File: config.mk
export PLATFORM = sky130hd
export DESIGN_NAME = load_store_unit
export DESIGN_NICKNAME = d
export VERILOG_FILES = /design/src/rtl/lsu_pkg.sv /design/src/rtl/load_format.sv /design/src/rtl/load_store_unit.sv
export SDC_FILE = /design/constraint.sdc
export NUM_CORES = 1
export LEC_CHECK = 0
export CAP_MARGIN = 20
export CORE_MARGIN = 2
export CORE_UTILIZATION = 43
export CTS_BUF_LIST = sky130_fd_sc_hd__clkbuf_16
export DETAILED_ROUTE_END_ITERATION = 16
export PLACE_DENSITY = 0.78
export SLEW_MARGIN = 20
export SYNTH_ARGS = -nofsm -noshare
export SYNTH_HDL_FRONTEND = slang
export SYNTH_SLANG_ARGS = --single-unit
File: constraint.sdc
create_clock -name clk -period 5.2 [get_ports clk]
set_input_delay 1.04 -clock clk [delete_from_list [all_inputs] [get_ports clk]]
set_output_delay 1.04 -clock clk [all_outputs]
set_load 0.005 [all_outputs]
File: src/rtl/lsu_pkg.sv
// rtl/lsu_pkg.sv - shared Funct3 codes, FSM encoding and access-size helpers for the load/store unit
package lsu_pkg;

    localparam logic [2:0] F3_BYTE  = 3'b000;
    localparam logic [2:0] F3_HALF  = 3'b001;
    localparam logic [2:0] F3_WORD  = 3'b010;
    localparam logic [2:0] F3_BYTEU = 3'b100;
    localparam logic [2:0] F3_HALFU = 3'b101;

    localparam int TIMEOUT_DEFAULT = 15;

    typedef enum logic [1:0] {
        IDLE   = 2'd0,
        ACCESS = 2'd1,
        DONE   = 2'd2
    } lsu_state_e;

    typedef enum logic [1:0] {
        SZ_BYTE = 2'd0,
        SZ_HALF = 2'd1,
        SZ_WORD = 2'd2
    } lsu_size_e;

    // Any Funct3 code that is not a byte or half variant behaves as a word access.
    function automatic lsu_size_e access_size(input logic [2:0] f3);
        lsu_size_e sz;
        case (f3)
            F3_BYTE, F3_BYTEU: sz = SZ_BYTE;
            F3_HALF, F3_HALFU: sz = SZ_HALF;
            default:           sz = SZ_WORD;
        endcase
        return sz;
    endfunction

    function automatic logic is_misaligned(input logic [2:0] f3, input logic [1:0] addr);
        logic mis;
        case (access_size(f3))
            SZ_HALF: mis = addr[0];
            SZ_WORD: mis = (addr != 2'b00);
            default: mis = 1'b0;
        endcase
        return mis;
    endfunction

endpackage

File: src/rtl/load_format.sv
// rtl/load_format.sv - selects the addressed lane of a bus word and sign/zero extends it
module load_format
    import lsu_pkg::*;
(
    input  logic [31:0] word_i,
    input  logic [1:0]  addr_i,
    input  logic [2:0]  funct3_i,
    output logic [31:0] result_o
);

    logic [7:0]  byte_lane;
    logic [15:0] half_lane;

    // Pick the byte/half lane the address points at, then extend per Funct3.
    always_comb begin
        byte_lane = 8'h00;
        half_lane = 16'h0000;
        result_o  = word_i;
        case (addr_i)
            2'd0:    byte_lane = word_i[7:0];
            2'd1:    byte_lane = word_i[15:8];
            2'd2:    byte_lane = word_i[23:16];
            default: byte_lane = word_i[31:24];
        endcase
        half_lane = addr_i[1] ? word_i[31:16] : word_i[15:0];
        case (funct3_i)
            F3_BYTE:  result_o = {{24{byte_lane[7]}}, byte_lane};
            F3_BYTEU: result_o = {24'h000000, byte_lane};
            F3_HALF:  result_o = {{16{half_lane[15]}}, half_lane};
            F3_HALFU: result_o = {16'h0000, half_lane};
            default:  result_o = word_i;
        endcase
    end

endmodule

File: src/rtl/load_store_unit.sv
// rtl/load_store_unit.sv - stalls the datapath while one load/store runs on a req/ack memory bus
module load_store_unit
    import lsu_pkg::*;
#(
    parameter int TIMEOUT = TIMEOUT_DEFAULT
) (
    input  logic        clk,
    input  logic        reset,
    input  logic        MemRead,
    input  logic        MemWrite,
    input  logic [2:0]  Funct3,
    input  logic [31:0] ALUResult,
    input  logic [31:0] WriteData,
    output logic [31:0] ReadData,
    output logic        Stall,
    output logic        MisalignedErr,
    output logic        BusErr,
    output logic        BusReq,
    output logic        BusWe,
    output logic [31:0] BusAddr,
    output logic [31:0] BusWData,
    output logic [3:0]  BusBe,
    input  logic [31:0] BusRData,
    input  logic        BusAck
);

    localparam int CNT_W = (TIMEOUT < 2) ? 1 : $clog2(TIMEOUT + 1);
    localparam logic [CNT_W-1:0] CNT_LAST = CNT_W'(TIMEOUT - 1);

    lsu_state_e        state_q;
    logic              bus_req_q;
    logic              bus_we_q;
    logic [31:0]       bus_addr_q;
    logic [31:0]       bus_wdata_q;
    logic [3:0]        bus_be_q;
    logic [31:0]       read_data_q;
    logic              bus_err_q;
    logic [CNT_W-1:0]  cnt_q;
    logic [1:0]        lane_q;
    logic [2:0]        f3_q;

    logic              req_any;
    logic              misaligned;
    logic              launch;
    logic [3:0]        be_d;
    logic [31:0]       wdata_d;
    logic [31:0]       load_result;

    assign req_any    = MemRead | MemWrite;
    assign misaligned = is_misaligned(Funct3, ALUResult[1:0]);
    assign launch     = (state_q == IDLE) && req_any && !misaligned;

    // Stall must rise in the request cycle itself so the PC never advances past the access.
    assign Stall         = launch || (state_q == ACCESS);
    assign MisalignedErr = (state_q == IDLE) && req_any && misaligned;

    assign ReadData = read_data_q;
    assign BusErr   = bus_err_q;
    assign BusReq   = bus_req_q;
    assign BusWe    = bus_we_q;
    assign BusAddr  = bus_addr_q;
    assign BusWData = bus_wdata_q;
    assign BusBe    = bus_be_q;

    // Byte enables and lane-replicated store data; loads always fetch the full word.
    always_comb begin
        be_d    = 4'b1111;
        wdata_d = WriteData;
        if (MemWrite) begin
            case (access_size(Funct3))
                SZ_BYTE: begin
                    be_d    = 4'b0001 << ALUResult[1:0];
                    wdata_d = {4{WriteData[7:0]}};
                end
                SZ_HALF: begin
                    be_d    = ALUResult[1] ? 4'b1100 : 4'b0011;
                    wdata_d = {2{WriteData[15:0]}};
                end
                default: begin
                    be_d    = 4'b1111;
                    wdata_d = WriteData;
                end
            endcase
        end
    end

    load_format u_load_format (
        .word_i   (BusRData),
        .addr_i   (lane_q),
        .funct3_i (f3_q),
        .result_o (load_result)
    );

    // Access FSM: launch from IDLE, hold the bus in ACCESS until ack or timeout, one DONE cycle.
    always_ff @(posedge clk or posedge reset) begin
        if (reset) begin
            state_q     <= IDLE;
            bus_req_q   <= 1'b0;
            bus_we_q    <= 1'b0;
            bus_addr_q  <= 32'h0;
            bus_wdata_q <= 32'h0;
            bus_be_q    <= 4'h0;
            read_data_q <= 32'h0;
            bus_err_q   <= 1'b0;
            cnt_q       <= '0;
            lane_q      <= 2'b00;
            f3_q        <= 3'b000;
        end else begin
            bus_err_q <= 1'b0;
            case (state_q)
                IDLE: begin
                    if (launch) begin
                        state_q     <= ACCESS;
                        bus_req_q   <= 1'b1;
                        bus_we_q    <= MemWrite;
                        bus_addr_q  <= {ALUResult[31:2], 2'b00};
                        bus_be_q    <= be_d;
                        bus_wdata_q <= wdata_d;
                        lane_q      <= ALUResult[1:0];
                        f3_q        <= Funct3;
                        cnt_q       <= '0;
                    end
                end
                ACCESS: begin
                    // An ack in the expiry cycle wins over the timeout.
                    if (BusAck) begin
                        bus_req_q <= 1'b0;
                        state_q   <= DONE;
                        if (!bus_we_q) begin
                            read_data_q <= load_result;
                        end
                    end else if (cnt_q == CNT_LAST) begin
                        bus_req_q   <= 1'b0;
                        bus_err_q   <= 1'b1;
                        read_data_q <= 32'h0;
                        state_q     <= DONE;
                    end else begin
                        cnt_q <= cnt_q + 1'b1;
                    end
                end
                DONE: begin
                    state_q <= IDLE;
                end
                default: begin
                    state_q <= IDLE;
                end
            endcase
        end
    end

endmodule

* Word-level counts from Yosys, hierarchy flattened
Index checks and enable logic that the tools add are counted.
** Word-level totals
- Flip-flop bits (word level) :: 112
- Bits of input ports :: 104
- Output and inout bits :: 105
- Word-level logic and storage cells :: 81
** Operators by class
- Add/subtract/negate cells :: 1
- Equal/unequal tests :: 18
- Shift-type cells :: 1
- Muxes and demuxes :: 29
- Bitwise gates (word level) :: 1
- Reduce and logical (&&, ||, !) cells :: 20
** Operator list (number)
- 32-bit two-way mux :: 4
- 32-bit one-hot mux with 4 select lines :: 1
- 32-bit one-hot mux with 2 select lines :: 1
- 8-bit one-hot mux with 3 select lines :: 1
- 4-bit two-way mux :: 5
- 16-bit two-way mux :: 1
- 4-bit one-hot mux with 2 select lines :: 2
- 3-bit == test, second input constant :: 4
- 2-bit by 1-bit == test with 1-bit output, second input constant :: 4
- 2-bit two-way mux :: 4
- 2-bit inequality test, second input constant :: 4
- 2-bit one-hot mux with 2 select lines :: 2
- 3-bit by 1-bit == test with 1-bit output, second input constant :: 2
- 2-bit logical NOT :: 3
- 3-bit logical NOT :: 2
- 1-bit two-way mux :: 6
- 3-bit AND reduction :: 2
- 2-bit nonzero test :: 3
- 4-bit by 1-bit adder with 4-bit output, second input constant :: 1
- 2-bit == test, second input constant :: 2
- 4-bit == test, second input constant :: 1
- 1-bit one-hot mux with 2 select lines :: 2
- 2-bit AND reduction :: 2
- 4-bit AND reduction :: 1
- 7 further kinds :: 10

* Depth between registers and ports, before layout
- Depth after elaboration :: 9
- Gate-level depth with buffers :: 7
- Mapped depth without buffers :: 6

* Modules after synthesis
Synthesis repeated with hierarchy kept, for this count alone.
** Second synthesis, totals
- Cell total of the unflattened synthesis :: 560
- Area total of the unflattened synthesis :: 5860.6 µm²
** Modules (own cells, without submodules)
- load_store_unit :: times used 1, cells an instance 427, area each 4890.9 µm², seq. area each 2802.7 µm²
- load_format :: times used 1, cells an instance 133, area each 969.7 µm², seq. area each 0.0 µm²

* Worst setup path before layout
Ideal clock, no wire load.
- Path type :: input port to output port
- Start :: input Funct3[0]
- End :: output Stall
- Arrival time :: 2.110 ns
- Data required time :: 4.160 ns
- Slack :: 2.050 ns
- Cell stages on the path :: 6
- Path buffers :: 3
- Cells stage by stage :: buf_2 nand2_1 o2111ai_1 clkbuf_1 buf_2 nand2_1
** Between the ends
- Longest elaborated chain between the ends :: 8
- Elaborated cells on any way between the ends :: 13
- Classes of those cells :: eq/ne (5); mux (2); reduce/logical (6)
** Ends and longest elaborated chain
- start, declared :: RTL line load_store_unit.sv:11 : input logic [2:0] Funct3,
- 3-bit by 1-bit == test with 1-bit output, or another cell as far along :: RTL line lsu_pkg.sv:27 : case (f3)
- 2-bit OR reduction :: RTL line lsu_pkg.sv:27
- 2-bit one-hot mux with 2 select lines * :: RTL line lsu_pkg.sv:27
- 2-bit == test or 2-bit by 1-bit == test with 1-bit output (tied branches) :: RTL line lsu_pkg.sv:37 : case (access_size(f3))
- 1-bit one-hot mux with 2 select lines * :: RTL line lsu_pkg.sv:37
- 1-bit logical NOT * :: RTL line load_store_unit.sv:51 : assign launch = (state_q == IDLE) && req_any && !misaligned;
- 1-bit logical AND * :: RTL line load_store_unit.sv:51
- 1-bit logical OR * :: RTL line load_store_unit.sv:54 : assign Stall = launch || (state_q == ACCESS);
- end, declared :: RTL line load_store_unit.sv:15 : output logic Stall,
Every way passes the cells marked *; elsewhere a longest branch is shown, timed or not.

* Worst setup path after layout
- Start :: input ALUResult[0]
- End :: output Stall
** Between the ends
- Longest elaborated chain between the ends :: 5
** Ends and longest elaborated chain
- start, declared :: RTL line load_store_unit.sv:12 : input logic [31:0] ALUResult,
- 2-bit nonzero test :: RTL line lsu_pkg.sv:39 : SZ_WORD: mis = (addr != 2'b00);
- 1-bit one-hot mux with 2 select lines * :: RTL line lsu_pkg.sv:37
- 1-bit logical NOT * :: RTL line load_store_unit.sv:51
- 1-bit logical AND * :: RTL line load_store_unit.sv:51
- 1-bit logical OR * :: RTL line load_store_unit.sv:54
Marked as above.

==> results_tabular.tex <==
\begin{tabular}{lr}
\hline
Metric & Value \\
\hline
\multicolumn{2}{l}{\textbf{Status}} \\
\quad Status & completed \\
\multicolumn{2}{l}{\textbf{Global route}} \\
\quad Wire length of the first global-routing pass & 21900 µm \\
\quad Antenna violations before repair & 0 \\
\quad Pin count of the biggest net entering global routing & 107 \\
\quad Number of global-route vias before repair & 4390 \\
\quad Global-route usage over all layers & 0.215 \\
\quad Gr ovfl total & 0 \\
\multicolumn{2}{l}{\textbf{Layout}} \\
\quad Fill cell total of the finished layout & 886 \\
\quad Post-Layout Inst Area & approximately 0.0076 mm² \\
\quad Final standard cell utilization of the core & 0.655 \\
\quad Footprint of the multi-input gates & 0.00219 mm² \\
\quad Fraction of final layout cells with drive strength greater than 1 & 0.129 \\
\quad Antenna cells & 0 \\
\quad P\&R area growth vs syn & 47.0\% \\
\quad Post-layout net count & 736 \\
\quad Number of standard cells in the final layout excluding fillers & 777 \\
\quad Sequential cell area & roughly 0.0028 mm² \\
\multicolumn{2}{l}{\textbf{Clock tree}} \\
\quad Max clock buf depth & 2 \\
\quad Root buf cell & clkbuf\_16 \\
\quad Clock tree from TritonCTS & yes \\
\quad Clock net sink count & between 100 and 150 \\
\quad Post-CTS setup buffer count & 0 \\
\quad Maximum level of the CTS H-tree & 3 \\
\quad Insertion delay of the later-clocked pin in the worst-skew pair & between 0.3 and 0.4 ns \\
\quad Clk pin slew, worst setup/hold paths & roughly 0.07 ns \\
\quad Total of hold buffers inserted after clock tree synthesis & 0 \\
\quad Clock buffers created by TritonCTS & 9 \\
\quad CTS-repair resized insts & 0 \\
\multicolumn{2}{l}{\textbf{Synthesis}} \\
\quad Most used standard cells in the synthesized netlist & dfrtp\_1 (112), mux2\_2 (49), nand2\_1 (37), o21ai\_0 (36), mux2i\_1 (22) \\
\quad Dominant cell by count in the synthesized netlist & dfrtp\_1 \\
\quad Library cells used by synthesis & 44 \\
\quad Synthesis warning total & 0 \\
\quad Post-synthesis compound-gate area fraction & 0.173 \\
\quad Total standard cell area after synthesis & roughly 0.0051 mm² \\
\quad Simple-gate portion of the synthesized area & 0.0833 \\
\quad Post-synthesis adder-cell area fraction & 0.00486 \\
\quad Synthesized instance count & roughly 440 \\
\quad Sequential fraction of the synthesis area & 0.544 \\
\quad Post-synthesis sequential element count & 112 \\
\quad Proportion of register bits with asynchronous set or reset after synthesis & 1.00 \\
\quad Mux share of post-synthesis cell area & 0.156 \\
\quad Area share of the leading cell type in the synthesized netlist & 0.544 \\
\quad Number of flops mapped to enable cells by yosys & 0 \\
\quad Commonest register cell after synthesis & dfrtp\_1 \\
\quad XOR/XNOR Fraction of Synth Area & 0.00170 \\
\quad Post-synthesis cell type with the largest combined area & dfrtp\_1 \\
\quad Synth Area per Inst & 11.7 µm² \\
\quad Largest family of logic cells by synthesized area & compound AO/OA/AOI/OAI gates \\
\quad Largest cells by area after synthesis & dfrtp\_1 (54\%), mux2\_2 (11\%), mux2i\_1 (4.3\%) \\
\multicolumn{2}{l}{\textbf{Placement}} \\
\quad Placed Cells & 762 \\
\quad Half-perimeter wire length after detailed placement & 10000 µm \\
\quad Instance area after placement & $\sim$0.0073 mm² \\
\quad \# port buffers & between 200 and 250 \\
\quad Last weighted congestion value of the routability-driven placer & between 0.8 and 0.9 \\
\quad Setup WS pre-CTS & about 1.4 ns \\
\multicolumn{2}{l}{\textbf{Worst setup path}} \\
\quad Worst reg2reg path startpoint & lane\_q[1] \\
\quad Worst R2R Setup Slack & 2.63 ns \\
\quad Crit path from & ALUResult[0] \\
\quad Peak fanout along the critical path & 6 \\
\quad Terminus of the critical flop-to-flop path & ReadData[31] \\
\quad Count of cells along the worst register-to-register path & 4 \\
\quad Path type of the worst setup path & input pin to primary output \\
\quad WP buf/inv & 2 \\
\quad Critical path data required time & 4.16 ns \\
\quad Delay of the slowest critical-path stage & $\sim$0.54 ns \\
\quad Critical Path, Cell by Cell & clkdlybuf4s50\_1 -> o21ai\_0 -> o2111ai\_4 -> nand2\_1 -> clkdlybuf4s50\_1 \\
\quad Most common cell on crit path & clkdlybuf4s50\_1 \\
\quad Worst Setup End Kind & primary output \\
\quad Worst setup SP type & input pin \\
\quad Cell with the largest stage delay on the worst path & clkdlybuf4s50\_1 \\
\quad Critical path arrival & 2.74 ns \\
\quad Top cell family by delay on the critical path & buffers and inverters \\
\multicolumn{2}{l}{\textbf{Floorplan}} \\
\quad Number of top-level pins & 209 \\
\quad Row count & 39 \\
\quad Starting utilization of the core area & 0.445 \\
\quad Placeable core region & 0.0116 mm² \\
\quad Vertical die dimension & 113 µm \\
\quad Area of the die & 0.0129 mm² \\
\quad Die Span X & 113 µm \\
\multicolumn{2}{l}{\textbf{Job}} \\
\quad Maximum Capacitance Violations & 0 \\
\multicolumn{2}{l}{\textbf{Worst hold path}} \\
\quad Endpoint of the worst hold-timing path & BusWData[13] \\
\quad Startpoint of the lowest-slack hold path & BusWData[13] \\
\quad Number of stages on the worst hold path & 2 \\
\quad Class of the most critical hold timing path & register to register \\
\multicolumn{2}{l}{\textbf{STA}} \\
\quad Max-slew violation count & 0 \\
\quad Fmax & 264 MHz \\
\quad Unrepaired setup endpoints after global routing & false \\
\quad Actual slew at the worst max-slew pin & around 1.1 ns \\
\quad Worst slew margin relative to its limit & 0.292 \\
\quad Number of failing setup endpoints in the final timing report & 0 \\
\quad Final Hold Fails & 0 \\
\quad Minimum clock period after layout & 3.78 ns \\
\quad Final hold slack & 0.476 ns \\
\quad Final clock period utilization by the worst path & 0.728 \\
\quad Slack of the critical path & about 1.4 ns \\
\quad Maximum clock skew at final layout & 0.00731 ns \\
\quad Final setup TNS & 0 ns \\
\multicolumn{2}{l}{\textbf{Route}} \\
\quad Number of design-rule violations left by the first detailed-router iteration & 229 \\
\quad Detailed Routing Iterations Pass 1 & 4 \\
\quad DR vias/cell & between 5 and 6 \\
\quad Vias & 4250 \\
\quad Average wire per cell in the routed design & approximately 18 µm \\
\quad Detailed-route DRC error count & 0 \\
\quad DRT Wirelength & 13700 µm \\
\quad Post-route ant nets & 0 \\
\multicolumn{2}{l}{\textbf{Power and ir drop}} \\
\quad Total power after layout & 3.67 mW \\
\quad Worst supply voltage drop on vdd & 0.260 mV \\
\quad Leakage power & 3.18 nW \\
\quad Pwr/cell area & between 400 and 500 mW/mm² \\
\hline
\end{tabular}
[routing by layer]
| layer | vias to the layer above | share of wire | wire [µm] | global-route usage |
|---|---|---|---|---|
| met1 | 2082 | 0.41 | 5590 | 0.263 |
| met2 | 175 | 0.49 | 6690 | 0.359 |
| met3 | 17 | 0.086 | 1180 | 0.0744 |
| met4 | 0 | 0.016 | 218 | 0.0683 |
| met5 | - | 0 | 0 | 0 |
| li1 | 1976 | - | - | - |
[power breakdown]
group / switching, mW / internal, mW / leakage, nW / total, mW
combinational: 0.537 / 0.983 / 1.68 / 1.52
clock: 0.300 / 0.365 / 0.138 / 0.664
sequential: 0.262 / 1.23 / 1.37 / 1.49
[flip-flops by register name (all words and copies together), names as in the netlist]
signal / flops
BusWData: 32
ReadData: 32
BusAddr: 30
BusBe: 4
cnt_q: 4
f3_q: 3
lane_q: 2
state_q: 2
BusErr: 1
BusReq: 1
BusWe: 1
[cells by family after synthesis]
kind of cell,Yosys count
buffers and inverters,42
AOI/OAI and AO/OA,120
adders and majority gates,2
xor gates and xnor gates,1
other,1
muxes,73
DFF,112
and+or+nand+nor,91
[how the worst max path moves through the flow]
| stage | end | slack, ns | depth (start not counted) |
|---|---|---|---|
| 5_1_grt | Stall | 1.31 | 5 |
| 2_1_floorplan | BusAddr[10] | 1.20 | 1 |
| 4_1_cts | Stall | 1.41 | 5 |
| 3_5_place_dp | Stall | 1.43 | 5 |
| 6_report | Stall | 1.42 | 5 |
| 3_3_place_gp | Stall | 1.45 | 5 |
[cell type report]
class                   instances  area share
clock inverters                 6     0.00677
repair buffers                211       0.277
inverters                       7     0.00380
multi-input cells             289       0.289
flip-flops and latches        112       0.370
well taps                     143      0.0236
clock buffers                   9      0.0297
[worst register-to-register path: stages, from the launching register on]
cell,delay (ns)
dfrtp_1,0.93
and2b_1,0.29
a22oi_4,0.14
a2111oi_4,0.92
a221o_1,0.22
[layout by cell type (no fill, tap or decap), drive strengths merged, types with 10 or more instances in the layout]
master,Yosys,final
a21oi,19,19
a221o,20,20
clkdlybuf4s50,0,206
dfrtp,112,112
mux2,51,51
mux2i,22,22
nand2,37,37
nor2,21,21
o21ai,36,36
o2bb2ai,10,10
Power figures use the tool's default switching activity.
